--- src/rtl/display_timings.sv ---
// Parametrised raster timing generator: pixel-enabled sx/sy counters with
// registered sync/DE aligned to the position, line/frame strobes and a frame counter.
module display_timings #(
    parameter int unsigned CORDW  = 10,
    parameter int unsigned H_RES  = 640,
    parameter int unsigned H_FP   = 16,
    parameter int unsigned H_SYNC = 96,
    parameter int unsigned H_BP   = 48,
    parameter int unsigned V_RES  = 480,
    parameter int unsigned V_FP   = 10,
    parameter int unsigned V_SYNC = 2,
    parameter int unsigned V_BP   = 33,
    parameter bit          H_POL  = 1'b0,
    parameter bit          V_POL  = 1'b0,
    parameter int unsigned FRAMEW = 16
) (
    input  logic              clk_pix,
    input  logic              rst_pix,
    input  logic              ce,
    output logic [CORDW-1:0]  sx,
    output logic [CORDW-1:0]  sy,
    output logic              hsync,
    output logic              vsync,
    output logic              de,
    output logic              line,
    output logic              frame,
    output logic [FRAMEW-1:0] frame_cnt
);

    localparam int unsigned H_TOTAL  = H_RES + H_FP + H_SYNC + H_BP;
    localparam int unsigned V_TOTAL  = V_RES + V_FP + V_SYNC + V_BP;
    localparam int unsigned HS_START = H_RES + H_FP;
    localparam int unsigned HS_END   = HS_START + H_SYNC;
    localparam int unsigned VS_START = V_RES + V_FP;
    localparam int unsigned VS_END   = VS_START + V_SYNC;

    localparam logic [CORDW-1:0] H_LAST  = CORDW'(H_TOTAL - 1);
    localparam logic [CORDW-1:0] V_LAST  = CORDW'(V_TOTAL - 1);
    localparam logic [CORDW-1:0] H_ACT   = CORDW'(H_RES);
    localparam logic [CORDW-1:0] V_ACT   = CORDW'(V_RES);
    localparam logic [CORDW-1:0] HS_LO   = CORDW'(HS_START);
    localparam logic [CORDW-1:0] HS_HI   = CORDW'(HS_END);
    localparam logic [CORDW-1:0] VS_LO   = CORDW'(VS_START);
    localparam logic [CORDW-1:0] VS_HI   = CORDW'(VS_END);

    logic [CORDW-1:0]  sx_q, sx_d;
    logic [CORDW-1:0]  sy_q, sy_d;
    logic              hsync_q, hsync_d;
    logic              vsync_q, vsync_d;
    logic              de_q, de_d;
    logic              line_q, line_d;
    logic              frame_q, frame_d;
    logic [FRAMEW-1:0] frame_cnt_q, frame_cnt_d;

    // Next position plus sync/DE decoded from it, so they register together.
    always_comb begin
        sx_d        = sx_q;
        sy_d        = sy_q;
        hsync_d     = hsync_q;
        vsync_d     = vsync_q;
        de_d        = de_q;
        line_d      = 1'b0;
        frame_d     = 1'b0;
        frame_cnt_d = frame_cnt_q;
        if (ce) begin
            if (sx_q == H_LAST) begin
                sx_d = '0;
                sy_d = (sy_q == V_LAST) ? '0 : sy_q + CORDW'(1);
            end else begin
                sx_d = sx_q + CORDW'(1);
            end
            hsync_d = ((sx_d >= HS_LO) && (sx_d < HS_HI)) ? H_POL : ~H_POL;
            vsync_d = ((sy_d >= VS_LO) && (sy_d < VS_HI)) ? V_POL : ~V_POL;
            de_d    = (sx_d < H_ACT) && (sy_d < V_ACT);
            line_d  = (sx_d == '0);
            frame_d = (sx_d == '0) && (sy_d == '0);
            if (frame_d) begin
                frame_cnt_d = frame_cnt_q + FRAMEW'(1);
            end
        end
    end

    // Reset parks on the last position so the first enabled edge starts frame 0.
    always_ff @(posedge clk_pix) begin
        if (rst_pix) begin
            sx_q        <= H_LAST;
            sy_q        <= V_LAST;
            hsync_q     <= ~H_POL;
            vsync_q     <= ~V_POL;
            de_q        <= 1'b0;
            line_q      <= 1'b0;
            frame_q     <= 1'b0;
            frame_cnt_q <= '1;
        end else begin
            sx_q        <= sx_d;
            sy_q        <= sy_d;
            hsync_q     <= hsync_d;
            vsync_q     <= vsync_d;
            de_q        <= de_d;
            line_q      <= line_d;
            frame_q     <= frame_d;
            frame_cnt_q <= frame_cnt_d;
        end
    end

    assign sx        = sx_q;
    assign sy        = sy_q;
    assign hsync     = hsync_q;
    assign vsync     = vsync_q;
    assign de        = de_q;
    assign line      = line_q;
    assign frame     = frame_q;
    assign frame_cnt = frame_cnt_q;

endmodule

--- config.mk ---
export PLATFORM = sky130hd
export DESIGN_NAME = display_timings
export DESIGN_NICKNAME = d
export VERILOG_FILES = /design/src/rtl/display_timings.sv
export SDC_FILE = /design/constraint.sdc
export NUM_CORES = 1
export LEC_CHECK = 0
export CORE_UTILIZATION = 50
export DETAILED_ROUTE_END_ITERATION = 10
export GPL_ROUTABILITY_DRIVEN = 0
export PLACE_DENSITY = 0.73
export SLEW_MARGIN = 25
export SYNTH_ARGS = -nofsm -noshare
export SYNTH_HDL_FRONTEND = slang
export SYNTH_SLANG_ARGS = --single-unit
export TNS_END_PERCENT = 5
--- constraint.sdc ---
create_clock -name clk_pix -period 6.87 [get_ports clk_pix]
set_input_delay 0.687 -clock clk_pix [delete_from_list [all_inputs] [get_ports clk_pix]]
set_output_delay 0.687 -clock clk_pix [all_outputs]
set_load 0.01 [all_outputs]
==> results of run 1 <==
[cells by family after synthesis]
kind of cell,after synthesis,share of synthesized area (%)
AND/OR/NAND/NOR,151,33.4
AO/OA/AOI/OAI,94,23.3
flip-flops,41,31.6
buffers and inverters,36,6.06
XOR/XNOR,6,2.02
adder cells (fa/ha/maj),5,2.41
multiplexers,3,1.20
[cell usage after synthesis (6+ instances only)]
cell / instances
a211oi_1: 6
a21oi_1: 21
a31oi_1: 11
and3_1: 23
and4_1: 9
clkbuf_1: 15
dfxtp_1: 41
inv_1: 12
nand2_1: 23
nand3_1: 17
nand4_1: 9
nor2_1: 30
nor3_1: 8
o211ai_1: 6
o21ai_0: 26
or3_1: 7
xnor2_1: 6
[path summary, 6_finish.rpt]
kind | from | endpoint | cells past startpoint
min reg2reg | de | de | 2
min | de | de | 2
max reg2reg | sx[0] | frame_cnt[11] | 9
max | sx[0] | frame_cnt[11] | 9
[metrics by stage]
step	utilization [%]	hold WS [ns]	area [sq um]	instances	worst slack, ns
after floorplan	-	0.490	2600	336	3.82
after global placement	62.2	0.456	3020	423	3.19
after detailed placement	62.5	0.479	3030	424	3.34
after CTS	64.2	0.499	3110	432	3.36
after global routing	64.2	0.519	3110	432	3.05
final	64.2	0.497	3110	432	3.29
[final cells by class]
class	count	area, sq um
multi-input combinational	259	1630
tap	67	83.8
fill	440	1740
inverter	12	45.0
sequential	41	821
clock buffer	6	72.6
clock inverter	2	10.0
timing repair buffer	45	449
[state kept, by name (all words and copies together), names as in the netlist]
signal     cells
frame_cnt     16
sx            10
line           1
vsync          1
hsync          1
frame          1
sy            10
de             1
[where the power goes]
group / switching (uW) / internal (uW) / leakage, uW / total (uW)
Sequential: 22.3 / 247 / 0.000334 / 269
Clock: 83.8 / 70.5 / 0.0000450 / 154
Combinational: 98.4 / 66.5 / 0.000780 / 165
Total: 205 / 384 / 0.00116 / 588
[layer usage]
metal	up-vias	part of all wire (%)	global-route usage (%)
li1	1326	-	-
met1	1232	47	35.2
met2	90	46	39.7
met3	13	5.6	4.47
met4	0	1.2	7.48
met5	-	0	0
[cells in the final DEF, fill, tap and decap left out, types with 2 or more instances in the layout]
cell | Yosys | final
a21oi_1 | 21 | 21
clkbuf_8 | 0 | 5
o21ai_0 | 26 | 26
a31oi_1 | 11 | 11
a211oi_1 | 6 | 6
and2_1 | 3 | 3
nor2_1 | 30 | 30
o311ai_0 | 2 | 2
mux2i_1 | 2 | 2
a31o_2 | 2 | 2
nand4_1 | 9 | 9
nand3_1 | 17 | 17
and3_1 | 23 | 23
inv_1 | 12 | 12
o21ai_1 | 3 | 3
and4b_1 | 2 | 2
dfxtp_1 | 41 | 41
or4_4 | 2 | 2
clkinv_2 | 0 | 2
and4_1 | 9 | 9
nor4_2 | 3 | 2
clkdlybuf4s50_1 | 0 | 43
nand2_1 | 23 | 23
o311a_1 | 2 | 2
xnor2_1 | 6 | 6
o211ai_1 | 6 | 6
nor4_1 | 5 | 5
ha_1 | 5 | 5
nor4b_1 | 2 | 2
or3_1 | 7 | 7
a21o_1 | 2 | 2
nor3_1 | 8 | 8
[worst register-to-register path: cells and delay by family, from the launching register on]
family	cells	cell delay, ns
adder cells (fa/ha/maj)	1	0.35
flip-flops	1	0.45
buffers and inverters	1	0.25
AO/OA/AOI/OAI	3	0.78
AND/OR/NAND/NOR	4	1.65
==> summary.txt, run 1 <==
port buffer count = 43
CTS max path bufs = 2
Min-Delay Path Class = flip-flop to flip-flop
Post-synth EDFFs = 0
synthesized instance count = 336
crit-path leading delay family = simple AND/OR/NAND/NOR gates
worst-path cell chain = ha_1, nand4_4, or4_4, a211oi_1, o211ai_1, nor4_4, buf_6, nand4_1, a21o_1
Syn Nets = 344
Critical Path Source Type = flip-flop
total setup buffers inserted after CTS = 0
Congestion Overflow GR = 0
global-route wire length before repair = 10700 um
num rows = 25
Post-DRT Antenna Nets = 0
Post-CTS Hold Buffers = 0
crit path DAT = 3.77 ns
synth top area cells = dfxtp_1 32%, and3_1 5.5%, o21ai_0 5.0%
Area growth, synth to finish = 19.7%
Die ar. = 5490 sq um
share of flip-flops with an asynchronous set or reset = 0%
Slew HR = 40.8%
Leakage = 0.00116 uW
diode count = 0
core box area = 4850 sq um
crit path kind = flip-flop to flip-flop
largest net degree at the start of global routing = 25
vias in the first global route = 2206
via count = 2661
CP Max Fanout = 19
drt total wl = 6670 um
die width = 74.1 um
TritonCTS Buffers = 5
pwr/cell area = 189 nW/um^2
CTS tree = built
Final Power = 588 uW
synth unique cells = 56
GR Util All Layers = 25.2%
final period utilization = 52.1%
# IOs = 44
Worst Path Buf+Inv = 1
Max-cap violations = 0
Worst Max-Slew Pin Slew = 0.885 ns
DR DRC count = 0
nets = 372
total iterations of the first detailed-routing run = 5
worst path required time = 7.06 ns
final hold violation count = 0
final count of negative-setup-slack endpoints = 0
DRT iter0 DRCs = 340
Slew Viols, Final = 0
top_reg_cell synth = dfxtp_1
initial core utilization = 53.6%
unrepaired setup endpoints after global routing = false
maximum vdd drop = 0.131 mV
Synth Area per Inst = 7.74 sq um
DR WL/cell = 15.4 um
post-synth top area cell = dfxtp_1
slowest CP cell = nor4_4
initial antenna violation count = 0
CP Capture Type = flip-flop
sequential fraction of the synthesis area = 31.6%
Reg clk slew, reported paths = 0.08 ns
hpwl dp = 4620 um
Clock Latency Late Sink = 0.29 ns
Root Driver = clkbuf_8
Yosys warning total = 0
Vias/cell = 6.16
max incr delay on CP = 0.72 ns
min Tclk post-route = 3.58 ns
layout cells sized above 1 = 5.48%
mapped cell area = 2600 sq um
Yosys top cell area share = 31.6%
clock sink count = 41
R2R Setup Slk = 3.29 ns
#FFs+latches synth = 41
Max Clock Freq = 280 MHz
post-CTS sizing = 0
H-tree depth = 2
Setup TNS = 0 ns
status = finished clean
die height = 74.1 um
worst clock skew = 0.00948 ns
No activity file was read; power rests on OpenSTA's default activity.
==> run 2: changes to the inputs <==
Clock period 6.87 ns to 3.35 ns, I/O delays scaled along.
==> run 2 against run 1 <==
  * Register-to-register slack got worse by 3.0 ns
  * Worst hold slack got worse by 0.025 ns
  * Clock power rose by 120%
  * Maximum frequency rose by 15%
  * Largest cell class unchanged
  * Combinational power is 120% higher
  * Critical path type unchanged
  * Design area increased by 2.2%
  * Flip-flop and latch count unchanged
==> summary.txt, run 2 (synthesis gave the netlist of run 1 again) <==
layout cells sized above 1 = 7.55% (was 5.48%)
Die ar. = 5490 sq um (unchanged)
R2R Setup Slk = 0.25 ns (was 3.29 ns)
Slew HR = 56.8% (was 40.8%)
Root Driver = clkbuf_8 (unchanged)
CP Capture Type = flip-flop (unchanged)
num rows = 25 (unchanged)
total iterations of the first detailed-routing run = 4 (was 5)
worst path required time = 3.50 ns (was 7.06 ns)
Post-DRT Antenna Nets = 0 (unchanged)
TritonCTS Buffers = 5 (unchanged)
Internal = 802 uW (was 384 uW)
hpwl dp = 4780 um (was 4620 um)
initial antenna violation count = 0 (unchanged)
Worst Max-Slew Pin Slew = 0.648 ns (was 0.885 ns)
slowest CP cell = or4_4 (was nor4_4)
Leakage = 0.00118 uW (was 0.00116 uW)
Congestion Overflow GR = 0 (unchanged)
# IOs = 44 (unchanged)
status = finished clean (unchanged)
Setup TNS = 0 ns (unchanged)
DR DRC count = 0 (unchanged)
pwr/cell area = 391 nW/um^2 (was 189 nW/um^2)
die height = 74.1 um (unchanged)
max reg flops = 16 (unchanged)
post-CTS sizing = 0 (unchanged)
H-tree depth = 2 (unchanged)
worst clock skew = 0.0104 ns (was 0.00948 ns)
clock sink count = 41 (unchanged)
final period utilization = 92.5% (was 52.1%)
Switching Power = 442 uW (was 205 uW)
CP Max Fanout = 30 (was 19)
drt total wl = 7010 um (was 6670 um)
vias in the first global route = 2366 (was 2206)
CTS tree = built (unchanged)
Slew Viols, Final = 0 (unchanged)
min-delay src = de (unchanged)
Logic pwr share = 29.2% (was 28.0%)
Placed Cells = 430 (was 424)
Max Clock Freq = 323 MHz (was 280 MHz)
FF-to-FF Start = sx[1] (was sx[0])
final count of negative-setup-slack endpoints = 0 (unchanged)
r2r worst-path depth = 9 (unchanged)
global-route wire length before repair = 11400 um (was 10700 um)
port buffer count = 43 (unchanged)
nets = 378 (was 372)
non-filler cells, final = 438 (was 432)
unrepaired setup endpoints after global routing = false (unchanged)
Max-cap violations = 0 (unchanged)
max incr delay on CP = 0.65 ns (was 0.72 ns)
# fillers = 459 (was 440)
DR WL/cell = 16.0 um (was 15.4 um)
diode count = 0 (unchanged)
Min-Delay Path Class = flip-flop to flip-flop (unchanged)
final hold violation count = 0 (unchanged)
worst-path cell chain = ha_2, nand4_4, or4_4, a211oi_1, o211ai_1, nor4_4, buf_12, and3_1, o21ai_0 (was ha_1, nand4_4, or4_4, a211oi_1, o211ai_1, nor4_4, buf_6, nand4_1, a21o_1)
Clock Latency Late Sink = 0.30 ns (was 0.29 ns)
WHS Endpoint = de (unchanged)
via count = 2765 (was 2661)
Vias/cell = 6.31 (was 6.16)
largest net degree at the start of global routing = 31 (was 25)
commonest non-fill, non-tap cell in the layout = clkdlybuf4s50_1 (unchanged)
hold depth = 2 (unchanged)
Post-CTS Hold Buffers = 0 (unchanged)
die width = 74.1 um (unchanged)
crit path kind = flip-flop to flip-flop (unchanged)
core box area = 4850 sq um (unchanged)
Reg clk slew, reported paths = 0.08 ns (about the same)
RR Endpoint = frame_cnt[7] (was frame_cnt[11])
maximum vdd drop = 0.270 mV (was 0.131 mV)
CTS max path bufs = 2 (unchanged)
GR Util All Layers = 27.0% (was 25.2%)
crit path DAT = 3.25 ns (was 3.77 ns)
crit-path leading delay family = simple AND/OR/NAND/NOR gates (unchanged)
Net Sw Frac = 35.6% (was 34.8%)
min Tclk post-route = 3.10 ns (was 3.58 ns)
Area growth, synth to finish = 22.3% (was 19.7%)
DRT iter0 DRCs = 252 (was 340)
total setup buffers inserted after CTS = 0 (unchanged)
sequential share of power = 44.1% (was 45.7%)
initial core utilization = 53.6% (unchanged)
Critical Path Source Type = flip-flop (unchanged)
most frequent cells in the layout = 43 x clkdlybuf4s50_1, 41 x dfxtp_1, 30 x nor2_1 (unchanged)
Worst Path Buf+Inv = 1 (unchanged)
Clk pwr share = 26.7% (was 26.2%)
-- run 2: power by group through the flow --
| stage | clock network [uW] | registers (uW) | logic (uW) |
|---|---|---|---|
| 2_1_floorplan | 0 | 549 | 257 |
| 3_3_place_gp | 0 | 558 | 353 |
| 3_5_place_dp | 0 | 558 | 358 |
| 4_1_cts | 339 | 547 | 360 |
| 5_1_grt | 355 | 554 | 398 |
| 6_report | 332 | 549 | 363 |
-- run 2: how the worst max path moves through the flow --
stage                from           end  slack [ns]  cells after the start
floorplan           sx[0]  frame_cnt[5]        0.30                     10
global placement    sx[1]         vsync        0.29                      8
detailed placement  sx[1]         vsync        0.19                      8
CTS                 sx[1]         vsync        0.16                      8
global route        sx[1]         vsync        0.05                      8
finish              sx[1]  frame_cnt[7]        0.25                      9
-- run 2: cell type report --
class                           instances  area [sq um]  area share [%]
Clock inverter                          2          15.0           0.472
Sequential cell                        41           821            25.8
Inverter                               12          45.0            1.42
Clock buffer                            6          72.6            2.28
Timing Repair Buffer                   51           503            15.8
Tap cell                               67          83.8            2.64
Multi-Input combinational cell        259          1640            51.6
-- run 2: metal layers --
metal  up-vias  global-route usage [%]  share of wire [%]
li1       1336                       -                  -
met1      1329                    36.0                 45
met2        89                    44.9                 48
met3        11                    3.25                5.4
met4         0                    9.62                1.4
met5         -                       0                  0
-- run 2: metrics by stage --
stage	area, sq um	setup slack [ns]	utilization (%)	power (uW)	hold WS (ns)
6_report	3180	0.250	65.6	1240	0.471
3_5_place_dp	3080	0.195	63.6	916	0.460
4_1_cts	3170	0.156	65.4	1250	0.471
3_3_place_gp	3080	0.294	63.6	911	0.456
5_1_grt	3180	0.0478	65.6	1310	0.521
2_1_floorplan	2600	0.299	-	806	0.476
-- run 2: worst reg2reg max path: stages (launching register included) --
cell,delay (ns)
dfxtp_1,0.44
ha_2,0.30
nand4_4,0.15
or4_4,0.65
a211oi_1,0.36
o211ai_1,0.21
nor4_4,0.38
buf_12,0.21
and3_1,0.18
o21ai_0,0.08
==> run 3: changes to the inputs <==
--- a/config.mk
+++ b/config.mk
@@ -6,4 +6,5 @@
 export NUM_CORES = 1
 export LEC_CHECK = 0
+export CAP_MARGIN = 20
 export CORE_UTILIZATION = 50
 export DETAILED_ROUTE_END_ITERATION = 10
==> constraint.sdc (replaced) <==
create_clock -name clk_pix -period 3.35 [get_ports clk_pix]
set_input_delay 0.67 -clock clk_pix [delete_from_list [all_inputs] [get_ports clk_pix]]
set_output_delay 0.67 -clock clk_pix [all_outputs]
set_load 0.01 [all_outputs]
==> run 3 against run 2 <==
  * Combinational power up 2%
  * Total power down 0.36%
  * Largest power group unchanged
  * Global-route usage up 0.59 points
==> summary.txt, run 3 (synthesis gave the netlist of run 1 again) <==
crit path kind = flip-flop to flip-flop (unchanged)
R2R Setup Slk = 0.17 ns (was 0.25 ns)
die height = 74.1 um (unchanged)
post-CTS sizing = 0 (unchanged)
hold_ws = 0.469 ns (was 0.471 ns)
RR Endpoint = vsync (was frame_cnt[7])
r2r worst-path depth = 8 (was 9)
Critical Path Source Type = flip-flop (unchanged)
slowest CP cell = or4_4 (unchanged)
Vias/cell = 6.18 (was 6.31)
pwr/cell area = 389 nW/um^2 (was 391 nW/um^2)
Post-DRT Antenna Nets = 0 (unchanged)
Root Driver = clkbuf_8 (unchanged)
num rows = 25 (unchanged)
Setup TNS = 0 ns (unchanged)
CTS max path bufs = 2 (unchanged)
final period utilization = 94.8% (was 92.5%)
DR DRC count = 0 (unchanged)
Area growth, synth to finish = 22.6% (was 22.3%)
min-delay src = de (unchanged)
via count = 2719 (was 2765)
Slew Viols, Final = 0 (unchanged)
met3 usage = 4.20% (was 3.25%)
GR Util All Layers = 27.6% (was 27.0%)
maximum vdd drop = 0.200 mV (was 0.270 mV)
Congestion Overflow GR = 0 (unchanged)
Max-cap violations = 0 (unchanged)
worst clock skew = 0.00894 ns (was 0.0104 ns)
global routing usage on met2 = 43.5% (was 44.9%)
nets = 380 (was 378)
worst path required time = 3.50 ns (about the same)
# IOs = 44 (unchanged)
clock sink count = 41 (unchanged)
layout cells sized above 1 = 8.04% (was 7.55%)
FF-to-FF Start = sx[1] (unchanged)
max reg flops = 16 (unchanged)
DRT iter0 DRCs = 322 (was 252)
commonest non-fill, non-tap cell in the layout = clkdlybuf4s50_1 (unchanged)
Slew HR = 57.9% (was 56.8%)
initial antenna violation count = 0 (unchanged)
TritonCTS Buffers = 5 (unchanged)
Reg clk slew, reported paths = 0.08 ns (about the same)
crit path DAT = 3.33 ns (was 3.25 ns)
total setup buffers inserted after CTS = 0 (unchanged)
unrepaired setup endpoints after global routing = false (unchanged)
hold depth = 2 (unchanged)
core box area = 4850 sq um (unchanged)
diode count = 0 (unchanged)
final core occ = 65.8% (was 65.6%)
total iterations of the first detailed-routing run = 4 (unchanged)
vias in the first global route = 2436 (was 2366)
Max Clock Freq = 315 MHz (was 323 MHz)
final count of negative-setup-slack endpoints = 0 (unchanged)
Worst Max-Slew Pin Slew = 0.632 ns (was 0.648 ns)
Switching Power = 437 uW (was 442 uW)
most frequent cells in the layout = 43 x clkdlybuf4s50_1, 41 x dfxtp_1, 30 x nor2_1 (unchanged)
port buffer count = 43 (unchanged)
Leakage = 0.00120 uW (was 0.00118 uW)
CP Capture Type = flip-flop (unchanged)
largest net degree at the start of global routing = 31 (unchanged)
max incr delay on CP = 0.65 ns (about the same)
DR WL/cell = 15.8 um (was 16.0 um)
status = finished clean (unchanged)
hpwl dp = 4740 um (was 4780 um)
Critical Path Start = sx[1] (unchanged)
Logic pwr share = 29.8% (was 29.2%)
H-tree depth = 2 (unchanged)
Clock Latency Late Sink = 0.31 ns (was 0.30 ns)
die width = 74.1 um (unchanged)
CP Max Fanout = 19 (was 30)
sequential share of power = 43.8% (was 44.1%)
final hold violation count = 0 (unchanged)
Internal = 803 uW (was 802 uW)
initial core utilization = 53.6% (unchanged)
Post-CTS Hold Buffers = 0 (unchanged)
Net Sw Frac = 35.3% (was 35.6%)
Clk pwr share = 26.4% (was 26.7%)
Min-Delay Path Class = flip-flop to flip-flop (unchanged)
drt total wl = 6930 um (was 7010 um)
min Tclk post-route = 3.18 ns (was 3.10 ns)
global-route wire length before repair = 11700 um (was 11400 um)
Die ar. = 5490 sq um (unchanged)
worst-path cell chain = ha_2, nand4_4, or4_4, or4b_1, and2_1, nor4b_1, and3_1, o21ai_0 (was ha_2, nand4_4, or4_4, a211oi_1, o211ai_1, nor4_4, buf_12, and3_1, o21ai_0)
Critical Path Sink = vsync (was frame_cnt[7])
grt met1 use = 37.4% (was 36.0%)
CTS tree = built (unchanged)
Top Usage Layer GRT = met2 (unchanged)
-- run 3: stage by stage --
stage / setup slack [ns] / cell area [sq um] / std cells / power [uW]
finish: 0.173 / 3190 / 440 / 1240
global route: 0.0153 / 3190 / 440 / 1300
CTS: 0.118 / 3180 / 440 / 1240
detailed placement: 0.152 / 3100 / 432 / 918
global placement: 0.286 / 3100 / 432 / 912
floorplan: 0.299 / 2600 / 336 / 806
-- run 3: area by class of cell --
| class | count | area [sq um] |
|---|---|---|
| well taps | 67 | 83.8 |
| clock buffers | 6 | 72.6 |
| inverters | 12 | 45.0 |
| flip-flops and latches | 41 | 821 |
| clock inverters | 2 | 10.0 |
| fillers | 445 | 1660 |
| multi-input cells | 259 | 1640 |
| repair buffers | 53 | 518 |
-- run 3: worst min path at each step --
stage,end,slack (ns)
2_1_floorplan,de,0.49
3_3_place_gp,de,0.46
3_5_place_dp,de,0.46
4_1_cts,de,0.47
5_1_grt,de,0.52
6_report,de,0.47
-- run 3: worst max-delay path: cells and delay by family, from the launching register on --
kind,cells,cell delay (ns)
adders and majority gates,1,0.30
and+or+nand+nor,6,2.20
DFF,1,0.44
AOI/OAI and AO/OA,1,0.07
-- run 3: metal layers --
metal,share of wire (%),vias to the layer above
met5,0,-
met4,1.6,0
met3,5.4,10
met2,48,81
met1,45,1290
li1,-,1338
-- run 3: power by group through the flow --
stage          Clock [uW]  Sequential [uW]  Combinational (uW)
2_1_floorplan           0              549                 257
3_3_place_gp            0              553                 359
3_5_place_dp            0              553                 365
4_1_cts               334              542                 366
5_1_grt               349              548                 407
6_report              327              543                 369
